$ cat src/rtl/rst_gen_pkg.sv
// rst_gen_pkg: FSM state encoding and parameter defaults for the rst_gen
// reset generator. The optional watchdog is enabled by defining RST_GEN_WDT_EN.
package rst_gen_pkg;

   // Reset generator states, 2-bit encoding fixed so other blocks can decode it
   typedef enum logic [1:0] {
      S_HOLD     = 2'd0,
      S_RUN      = 2'd1,
      S_DEBOUNCE = 2'd2,
      S_PRESSED  = 2'd3
   } state_e;

   localparam int SYNC_STAGES_DEF     = 2;
   localparam int DEBOUNCE_CYCLES_DEF = 1000;
   localparam int HOLD_CYCLES_DEF     = 16;
   localparam int CNT_WIDTH_DEF       = 16;
   localparam int BTN_ACTIVE_LOW_DEF  = 1;
   localparam int WDT_CYCLES_DEF      = 4096;

   // True for the states in which the core must be held in reset
   function automatic logic is_rst_state(input state_e s);
      logic r;
      if ((s == S_HOLD) || (s == S_PRESSED)) begin
         r = 1'b1;
      end else begin
         r = 1'b0;
      end
      return r;
   endfunction

endpackage

$ cat src/rtl/rst_gen_sync.sv
// rst_gen_sync: STAGES-deep flop chain bringing an asynchronous level into
// the clk domain. The reset level is configurable so the chain can come out
// of reset at the input's inactive level.
module rst_gen_sync #(
   parameter int   STAGES  = 2,
   parameter logic RST_VAL = 1'b0
)(
   input  logic clk,
   input  logic rst,
   input  logic d,
   output logic q
);

   logic [STAGES-1:0] sync_r;

   // Shift the raw input through the chain; reset loads the idle level
   always_ff @(posedge clk) begin
      if (rst) begin
         sync_r <= {STAGES{RST_VAL}};
      end else begin
         sync_r <= {sync_r[STAGES-2:0], d};
      end
   end

   assign q = sync_r[STAGES-1];

endmodule

$ cat src/rtl/rst_gen.sv
// rst_gen: 8051 core reset generator. Synchronises and debounces a reset
// pushbutton, stretches every reset by HOLD_CYCLES and pulses rst_done when
// the core is released. Defining RST_GEN_WDT_EN adds a watchdog that forces
// a reset when wdt_kick is not seen for WDT_CYCLES cycles in S_RUN.
module rst_gen
   import rst_gen_pkg::*;
#(
   parameter int SYNC_STAGES     = SYNC_STAGES_DEF,
   parameter int DEBOUNCE_CYCLES = DEBOUNCE_CYCLES_DEF,
   parameter int HOLD_CYCLES     = HOLD_CYCLES_DEF,
   parameter int CNT_WIDTH       = CNT_WIDTH_DEF,
   parameter int BTN_ACTIVE_LOW  = BTN_ACTIVE_LOW_DEF
`ifdef RST_GEN_WDT_EN
   ,
   parameter int WDT_CYCLES      = WDT_CYCLES_DEF
`endif
)(
   input  logic clk,
   input  logic rst,
   input  logic btn_in,
`ifdef RST_GEN_WDT_EN
   input  logic wdt_kick,
   output logic wdt_flag,
`endif
   output logic core_rst,
   output logic rst_done
);

   localparam logic                 IDLE_LVL  = (BTN_ACTIVE_LOW != 0);
   localparam logic [CNT_WIDTH-1:0] CNT_ONE   = CNT_WIDTH'(1);
   localparam logic [CNT_WIDTH-1:0] HOLD_LAST = CNT_WIDTH'(HOLD_CYCLES - 1);
   localparam logic [CNT_WIDTH-1:0] DEB_LAST  = CNT_WIDTH'(DEBOUNCE_CYCLES - 1);

   state_e               state_r;
   state_e               state_nxt_s;
   logic [CNT_WIDTH-1:0] cnt_r;
   logic [CNT_WIDTH-1:0] cnt_nxt_s;
   logic                 btn_raw_s;
   logic                 btn_sync_s;
   logic                 wdt_expire_s;
   logic                 core_rst_r;
   logic                 rst_done_r;

   rst_gen_sync #(
      .STAGES  (SYNC_STAGES),
      .RST_VAL (IDLE_LVL)
   ) u_sync (
      .clk (clk),
      .rst (rst),
      .d   (btn_in),
      .q   (btn_raw_s)
   );

   // Normalise polarity: btn_sync_s is 1 while the button is pressed
   assign btn_sync_s = (BTN_ACTIVE_LOW != 0) ? ~btn_raw_s : btn_raw_s;

`ifdef RST_GEN_WDT_EN
   localparam logic [CNT_WIDTH-1:0] WDT_LAST = CNT_WIDTH'(WDT_CYCLES - 1);

   logic [CNT_WIDTH-1:0] wdt_cnt_r;
   logic                 wdt_flag_r;

   assign wdt_expire_s = (state_r == S_RUN) && !wdt_kick && (wdt_cnt_r == WDT_LAST);

   // Watchdog counter: counts only in S_RUN, cleared by a kick or on expiry
   always_ff @(posedge clk) begin
      if (rst) begin
         wdt_cnt_r <= '0;
      end else if ((state_r != S_RUN) || wdt_kick || wdt_expire_s) begin
         wdt_cnt_r <= '0;
      end else begin
         wdt_cnt_r <= wdt_cnt_r + CNT_ONE;
      end
   end

   // Sticky timeout flag, cleared only by rst
   always_ff @(posedge clk) begin
      if (rst) begin
         wdt_flag_r <= 1'b0;
      end else if (wdt_expire_s) begin
         wdt_flag_r <= 1'b1;
      end else begin
         wdt_flag_r <= wdt_flag_r;
      end
   end

   assign wdt_flag = wdt_flag_r;
`else
   assign wdt_expire_s = 1'b0;
`endif

   // State and shared cycle counter registers
   always_ff @(posedge clk) begin
      if (rst) begin
         state_r <= S_HOLD;
         cnt_r   <= '0;
      end else begin
         state_r <= state_nxt_s;
         cnt_r   <= cnt_nxt_s;
      end
   end

   // Next-state and counter logic; every counting state leaves or clears at its terminal value
   always_comb begin
      state_nxt_s = state_r;
      cnt_nxt_s   = cnt_r;
      case (state_r)
         S_HOLD: begin
            if (btn_sync_s) begin
               cnt_nxt_s = '0;
            end else if (cnt_r == HOLD_LAST) begin
               state_nxt_s = S_RUN;
               cnt_nxt_s   = '0;
            end else begin
               cnt_nxt_s = cnt_r + CNT_ONE;
            end
         end
         S_RUN: begin
            if (wdt_expire_s) begin
               state_nxt_s = S_HOLD;
               cnt_nxt_s   = '0;
            end else if (btn_sync_s) begin
               state_nxt_s = S_DEBOUNCE;
               cnt_nxt_s   = '0;
            end else begin
               cnt_nxt_s = '0;
            end
         end
         S_DEBOUNCE: begin
            if (!btn_sync_s) begin
               state_nxt_s = S_RUN;
               cnt_nxt_s   = '0;
            end else if (cnt_r == DEB_LAST) begin
               state_nxt_s = S_PRESSED;
               cnt_nxt_s   = '0;
            end else begin
               cnt_nxt_s = cnt_r + CNT_ONE;
            end
         end
         S_PRESSED: begin
            if (!btn_sync_s) begin
               state_nxt_s = S_HOLD;
               cnt_nxt_s   = '0;
            end else begin
               cnt_nxt_s = '0;
            end
         end
         default: begin
            state_nxt_s = S_HOLD;
            cnt_nxt_s   = '0;
         end
      endcase
   end

   // Registered outputs: core_rst tracks the state decode without decode glitches,
   // rst_done marks the first S_RUN cycle after a hold
   always_ff @(posedge clk) begin
      if (rst) begin
         core_rst_r <= 1'b1;
         rst_done_r <= 1'b0;
      end else begin
         core_rst_r <= is_rst_state(state_nxt_s);
         rst_done_r <= (state_r == S_HOLD) && (state_nxt_s == S_RUN);
      end
   end

   assign core_rst = core_rst_r;
   assign rst_done = rst_done_r;

endmodule

$ cat config.mk
export PLATFORM = sky130hd
export DESIGN_NAME = rst_gen
export DESIGN_NICKNAME = d
export VERILOG_FILES = /design/src/rtl/rst_gen_pkg.sv /design/src/rtl/rst_gen_sync.sv /design/src/rtl/rst_gen.sv
export SDC_FILE = /design/constraint.sdc
export NUM_CORES = 1
export LEC_CHECK = 0
export CAP_MARGIN = 20
export CORE_MARGIN = 8
export CORE_UTILIZATION = 40
export DETAILED_ROUTE_END_ITERATION = 8
export PLACE_DENSITY_LB_ADDON = 0.3
export SYNTH_ARGS = -nofsm -noshare
export SYNTH_HDL_FRONTEND = slang
export SYNTH_HIERARCHICAL = 1
export SYNTH_SLANG_ARGS = --single-unit
export TNS_END_PERCENT = 100
$ cat constraint.sdc
create_clock -name clk -period 6.85 [get_ports clk]
set_clock_uncertainty 0.15 [all_clocks]
set_input_delay 1.0275 -clock clk [delete_from_list [all_inputs] [get_ports clk]]
set_output_delay 1.0275 -clock clk [all_outputs]
set_load 0.005 [all_outputs]
==> impl_metrics.ini, run 1 <==
[detailed_routing]
via_per_inst = 5.57
via_count = 808
drt_first_pass_iters = 4
routed_wl_um = 1890
drc = 0
wl_per_cell_um = 13.0
drt-initial-drc-count = 15
final_antenna_net_count = 0

[yosys]
syn-cell-area_um2 = 1080
synth.avg_cell_area_um2 = 9.75
yosysSeqAreaShare_pct = 40.7
synth_cells = 111
yosys_warnings = 6
synth.distinct_cells = 35
synth_flop_cell = dfxtp_1
synth_edf_count = 0
synth-seq-cells = 22
synth-async-reset-ratio_pct = 0
syn_nets = 116

[cts]
clockBufferDepth = 2
ctsHoldBuffers = 0
cts_buffers = 3
cts_tree = yes
htree_levels = 1
clk_latency_ns = 0.31
cts_resized = 0
cts_setup_buffers = 0
clkSinkCount = 22
clock_tree.root_cell = clkbuf_4
clk_pin_slew_worst_paths_ns = 0.13

[outcome]
outcome = completed

[cells_and_area]
drive_above_1_share_pct = 19.3
multiInputGateArea_um2 = 577
antenna_cells = 0
regArea_um2 = 440
area_growth_pct = 6.01
nets = 120
fill_cells = 274

[min_path]
hold_path_class = reg -> reg

[floorplan]
pin_count = 5
core_um2 = 2660
die_y_um = 68.0
dieArea_um2 = 4630
die_w_um = 68.0
rows = 19
start_util_pct = 40.6

[critical_path]
cp.required_ns = 6.94
critPathMaxFanout = 16
cp-start-kind = input pin
arrival_ns = 2.72
end_kind = register
critPathKind = in -> reg

[grt]
grt_pass1_wl_um = 3080
grt_pass1_vias = 715
overflow = 0
grt_antenna_before_repair = 0
grt_max_degree = 17
grt_usage_pct = 8.68

[place]
io_buffers = 4
hpwl_um = 1350
dp_slack_ns = 3.88
place.gp.congestion = 0.755

[timing]
hold_violations = 0
rsz0062_at_grt = no
slew_headroom_pct = 50.6
fin_crit_sh_pct = 38.3
fin_setup_tns_ns = 0
setup_ws_ns = 4.23
period_needed_ns = 2.62
fmax_mhz = 381
final-setup-viol-count = 0
final_max_slew_viol_count = 0
worstMarginPinSlew_ns = 0.741

[run]
cap_violations = 0

[power_and_ir_drop]
leakage_uw = 0.000338
vdd_drop_max_uv = 95.7
power_density_nw_per_um2 = 186
## layout by cell type (no fill, tap or decap)
cell type and count:
dfxtp_1 22, xnor2_1 10, a21oi_2 10, nor3_1 8
nand4_1 6, nor2_1 4, nand3_1 4, nor4_1 4
inv_1 4, a21oi_1 4, clkdlybuf4s50_1 4, nand2_1 3
xor2_1 3, clkbuf_4 3, or2_2 2, and2_1 2
ha_1 2, or2_1 2, or4_4 1, or3_1 1
nand4_2 1, nand4b_1 1, nor4_2 1, nand2b_1 1
or4_1 1, or2_4 1, nor4b_1 1, o21ai_4 1
a21boi_0 1, o21a_1 1, o21ai_0 1, and4_1 1
a31o_2 1, a22oi_1 1, clkbuf_8 1
## power breakdown
part | switching, µW | internal, µW | total, µW
combinational | 5.11 | 3.83 | 8.95
clock | 40.6 | 32.4 | 73.0
sequential | 1.95 | 130 | 132
total | 47.6 | 166 | 214
## layer usage
metal | vias to the layer above | share of wire [%] | track usage [%]
met5 | - | 0 | 0
met4 | 0 | 2.2 | 5.88
met3 | 4 | 4.3 | 1.47
met2 | 20 | 49 | 14.7
met1 | 378 | 45 | 9.77
li1 | 406 | - | -
## per-stage QoR
step / instances / cell area, µm² / power [µW] / utilization [%] / hold WS, ns
finish: 145 / 1150 / 214 / 43.1 / 0.273
global route: 145 / 1150 / 223 / 43.1 / 0.302
CTS: 145 / 1150 / 216 / 43.1 / 0.274
detailed placement: 141 / 1110 / 144 / 41.7 / 0.244
global placement: 141 / 1110 / 143 / 41.7 / 0.255
floorplan: 111 / 1080 / 142 / - / 0.233
## Yosys cell counts, types with 2 or more instances
cell type  number  area share (%)
buf_6           2             2.1
dfxtp_1        22              41
nor2_1          4             1.4
inv_1           4             1.4
ha_1            2             2.3
xnor2_1        10             8.1
or2_2           2             1.2
nor3_1          8             3.7
nand4_1         6             3.5
xor2_1          3             2.4
a21oi_1         4             1.8
nand3_1         4             1.8
nor4_1          4             2.3
or2_1           2             1.2
a21oi_2        10             8.1
and2_1          2             1.2
clkbuf_1        2            0.69
nand2_1         3             1.0
## critical path, stage by stage
cell and delay (ns):
clkdlybuf4s50_1 0.49, or4_1 0.90, a21boi_0 0.28
## worst paths after layout
path / startpoint / endpoint / slack [ns] / cells past startpoint
worst max register to register: cnt_r[0] / core_rst / 4.46 / 7
worst min-delay path: u_sync/sync_r[0] / u_sync/sync_r[1] / 0.27 / 1
worst max-delay path: rst / cnt_r[1] / 4.23 / 3
worst min register to register: u_sync/sync_r[0] / u_sync/sync_r[1] / 0.27 / 1
## logic make-up (layout without fill, tap and decap cells)
family | after synthesis | count (layout) | share of synthesized area [%]
XOR/XNOR | 13 | 13 | 10.5
buffers and inverters | 9 | 12 | 6.01
AND/OR/NAND/NOR | 45 | 45 | 25.7
flip-flops | 22 | 22 | 40.7
adder cells (fa/ha/maj) | 2 | 2 | 2.31
AO/OA/AOI/OAI | 20 | 20 | 14.8
## state kept, by name, summed over array words and instances, names as in the netlist
register       flops
cnt_r             16
core_rst           1
rst_done           1
state_r            2
u_sync/sync_r      2
## layout make-up
cell class	count	share of cell area, %
multi-input combinational	80	50.3
inverter	4	1.31
sequential	22	38.4
clock buffer	4	3.16
tap	31	3.38
timing repair buffer	4	3.49
No activity file was read; power rests on OpenSTA's default activity.
==> run 2: changes to the inputs <==
clock period = 2.31 ns   (was 6.85 ns; I/O delays follow)
==> impl_metrics.ini, run 2 (synthesis results as in run 1) <==
[place]
dp_slack_ns = -0.00183
place.gp.congestion = 0.791
io_buffers = 4
hpwl_um = 1450

[detailed_routing]
wl_per_cell_um = 12.7
drc = 0
drt-initial-drc-count = 11
via_per_inst = 5.38
via_count = 829
routed_wl_um = 1960
final_antenna_net_count = 0
drt_first_pass_iters = 4

[cells_and_area]
final_common_cell = dfxtp_1
antenna_cells = 0
area_growth_pct = 14.5
layout_common_cells = 20 x dfxtp_1, 10 x xnor2_1, 10 x a21oi_2, 9 x buf_4
nets = 129
drive_above_1_share_pct = 29.3
utilization_pct = 46.5
regMostFlops = cnt_r
largest_register_ffs = 16
top_regs = cnt_r: 16 flops, state_r: 2 flops, u_sync/sync_r: 2 flops

[run]
cap_violations = 0

[cts]
clk_pin_slew_worst_paths_ns = 0.12
clock_tree.root_cell = clkbuf_4
cts_setup_buffers = 0
clockBufferDepth = 2
clkSinkCount = 22
htree_levels = 1
ctsHoldBuffers = 0
cts_tree = yes
cts_buffers = 3
clk_latency_ns = 0.30

[critical_path]
endpoint = core_rst
cp.required_ns = 2.37
cpPeakStageDelay_ns = 0.55
crit_cells = 6
crit_family = simple AND/OR/NAND/NOR gates
worstReg2RegEnd = core_rst
cp-start-kind = register
cpMaxStageDelayCell = or4_4
critPathKind = reg -> reg
end_kind = register
r2r_cells = 6
worst-path-buf-inv = 0
r2r-start = cnt_r[12]
arrival_ns = 2.28
crit_chain = or4_4, or2_4, o21a_1, nor3_2, ha_1, or2_2
crit_start = cnt_r[12]
regToRegSetupSlack_ns = 0.09
critPathMaxFanout = 2

[floorplan]
pin_count = 5
rows = 19
start_util_pct = 40.6
die_y_um = 68.0
dieArea_um2 = 4630
core_um2 = 2660
die_w_um = 68.0

[timing]
worstMarginPinSlew_ns = 0.599
final_max_slew_viol_count = 0
slew_headroom_pct = 59.9
setup_ws_ns = 0.0896
fin_hold_ws_ns = 0.270
final-setup-viol-count = 0
rsz0062_at_grt = no
period_needed_ns = 2.22
hold_violations = 0
fmax_mhz = 450
fin_crit_sh_pct = 96.1

[grt]
grt_usage_pct = 10.2
grt_pass1_vias = 850
grt_antenna_before_repair = 0
grt_pass1_wl_um = 3680
overflow = 0
grt_max_degree = 17

[outcome]
outcome = completed

[power_and_ir_drop]
power_density_nw_per_um2 = 511
leakage_uw = 0.000389
vdd_drop_max_uv = 479

[min_path]
hold_path_class = reg -> reg
-- run 2: cell types whose count changed in the layout (fill, tap and decap cells not counted), sizes merged --
cell / change
buf: +9
-- run 2: layout make-up --
cell class	instances	area (µm²)
fillers	267	1420
multi-input cells	80	598
flip-flops and latches	22	443
repair buffers	13	108
well taps	31	38.8
clock buffers	4	36.3
inverters	4	15.0
-- run 2: what timing repair did --
item,4_1_cts,5_1_grt
gates resized for setup,1,5
pin swaps,0,4
hold endpoints to repair,0,0
endpoints found under the setup margin,1,1
-- run 2: power breakdown --
part           switching [µW]  leakage [µW]  internal [µW]
Combinational            18.6      0.000189           15.4
Sequential               3.99      0.000179            386
Clock                     113     0.0000210           96.2
-- run 2: per-stage QoR --
step | area (µm²) | power (µW) | instances | TNS [ns]
final | 1240 | 633 | 154 | 0
after global routing | 1240 | 658 | 154 | 0
after CTS | 1220 | 638 | 154 | 0
after detailed placement | 1180 | 431 | 150 | -0.00183
after global placement | 1180 | 430 | 150 | 0
after floorplan | 1080 | 420 | 111 | 0
-- run 2: metal layers --
metal / share of wire, % / up-vias / global-route usage [%]
met5: 0 / - / 0
met4: 2.0 / 0 / 4.60
met3: 2.6 / 5 / 2.45
met2: 48 / 7 / 17.5
met1: 47 / 393 / 11.8
li1: - / 424 / -
-- run 2: worst min-delay path by stage --
stage,start,to,slack (ns),cells after the start
final,u_sync/sync_r[0],u_sync/sync_r[1],0.27,1
after global routing,u_sync/sync_r[0],u_sync/sync_r[1],0.29,1
after CTS,u_sync/sync_r[0],u_sync/sync_r[1],0.27,1
after global placement,u_sync/sync_r[0],u_sync/sync_r[1],0.24,1
after detailed placement,u_sync/sync_r[0],u_sync/sync_r[1],0.24,1
after floorplan,u_sync/sync_r[0],u_sync/sync_r[1],0.23,1
==> run 3: changes to the inputs <==
CAP_MARGIN = not set   (was 20)
PLACE_DENSITY = 0.59   (was not set)
PLACE_DENSITY_LB_ADDON = not set   (was 0.3)
==> impl_metrics.ini, run 3 (synthesis results as in run 1) <==
[cells_and_area]
nets = 132
layout_common_cells = 21 x dfxtp_1, 12 x buf_4, 10 x xnor2_1, 10 x a21oi_2, 7 x nor3_1
fill_cells = 271
final_common_cell = dfxtp_1
antenna_cells = 0
area_growth_pct = 17.2
regMostFlops = cnt_r
drive_above_1_share_pct = 28.6
final_cells = 157
largest_register_ffs = 16
top_regs = cnt_r: 16 flops, state_r: 2 flops, u_sync/sync_r: 2 flops

[critical_path]
critPathMaxFanout = 2
critPathKind = reg -> reg
cpMaxStageDelayCell = or4_4
cpPeakStageDelay_ns = 0.55
cp.required_ns = 2.38
cp-start-kind = register
arrival_ns = 2.36
crit_chain = or4_4, or2_4, o21a_1, nor3_2, ha_1, or2_2
end_kind = register

[power_and_ir_drop]
leakage_uw = 0.000408
vdd_drop_max_uv = 355
power_density_nw_per_um2 = 571

[detailed_routing]
drt_first_pass_iters = 4
drc = 0
final_antenna_net_count = 0
wl_per_cell_um = 13.7
routed_wl_um = 2160
via_per_inst = 5.39
drt-initial-drc-count = 28
via_count = 847

[grt]
grt_usage_pct = 10.4
grt_max_degree = 17
grt_pass1_vias = 856
grt_antenna_before_repair = 0
overflow = 0
grt_pass1_wl_um = 3740

[cts]
clkSinkCount = 22
clk_pin_slew_worst_paths_ns = 0.13
clockBufferDepth = 2
clk_latency_ns = 0.31
htree_levels = 1
clock_tree.root_cell = clkbuf_4
ctsHoldBuffers = 0
cts_buffers = 3
cts_tree = yes

[floorplan]
start_util_pct = 40.6
core_um2 = 2660
die_y_um = 68.0
pin_count = 5
die_w_um = 68.0
dieArea_um2 = 4630
rows = 19

[place]
place.gp.congestion = 0.835
hpwl_um = 1530
post-place-cells = 152
io_buffers = 4

[timing]
worstMarginPinSlew_ns = 0.583
final-setup-viol-count = 0
final_max_slew_viol_count = 0
period_needed_ns = 2.29
slew_headroom_pct = 61.0
fmax_mhz = 437
hold_violations = 0
fin_crit_sh_pct = 99.0
fin_hold_ws_ns = 0.277

[run]
cap_violations = 0

[outcome]
outcome = completed

[min_path]
hold_path_class = reg -> reg
## run 3: worst paths after layout
| check | from | endpoint | slack (ns) | depth (start not counted) |
|---|---|---|---|---|
| max | cnt_r[12] | core_rst | 0.02 | 6 |
| min | u_sync/sync_r[0] | u_sync/sync_r[1] | 0.28 | 1 |
| max reg2reg | cnt_r[12] | core_rst | 0.02 | 6 |
| min reg2reg | u_sync/sync_r[0] | u_sync/sync_r[1] | 0.28 | 1 |
## run 3: metrics by stage
stage                     total power, µW  worst slack (ns)  util [%]  setup TNS [ns]  instance area [µm²]
after floorplan                       420            0.0521         -               0                 1080
after global placement                430            0.0550      44.8               0                 1190
after detailed placement              431            0.0224      44.8               0                 1190
after CTS                             727           0.00597      46.8               0                 1250
after global routing                  751           -0.0349      47.7         -0.0349                 1270
final                                 724            0.0241      47.7               0                 1270
## run 3: cell type report
type | instances | area (µm²) | area share (%)
sequential | 22 | 442 | 34.8
clock buffer | 3 | 22.5 | 1.78
tap | 31 | 38.8 | 3.06
timing repair buffer | 16 | 130 | 10.3
inverter | 4 | 15.0 | 1.18
multi-input combinational | 80 | 591 | 46.5
clock inverter | 1 | 30.0 | 2.37
## run 3: what timing repair did
action	4_1_cts	5_1_grt
gates resized for setup	0	3
endpoints found under the setup margin	0	1
setup buffers	0	1
## run 3: report_power, final
| part | switching (µW) | internal (µW) |
|---|---|---|
| sequential | 4.00 | 385 |
| combinational | 18.3 | 15.0 |
| clock | 126 | 175 |
| total | 149 | 576 |
## run 3: per-layer routing
layer / share of wire, % / wire, µm / global-route usage [%] / vias up
met5: 0 / 0 / 0 / -
met4: 1.6 / 35 / 5.12 / 0
met3: 3.3 / 72 / 2.62 / 4
met2: 47 / 1020 / 17.5 / 9
met1: 48 / 1030 / 12.0 / 401
li1: - / - / - / 433
## run 3: critical path: cells and delay by family, from the launching register on
| kind | cells | cell delay [ns] |
|---|---|---|
| AND/OR/NAND/NOR | 4 | 1.25 |
| adder cells (fa/ha/maj) | 1 | 0.25 |
| AO/OA/AOI/OAI | 1 | 0.19 |
| flip-flops | 1 | 0.34 |
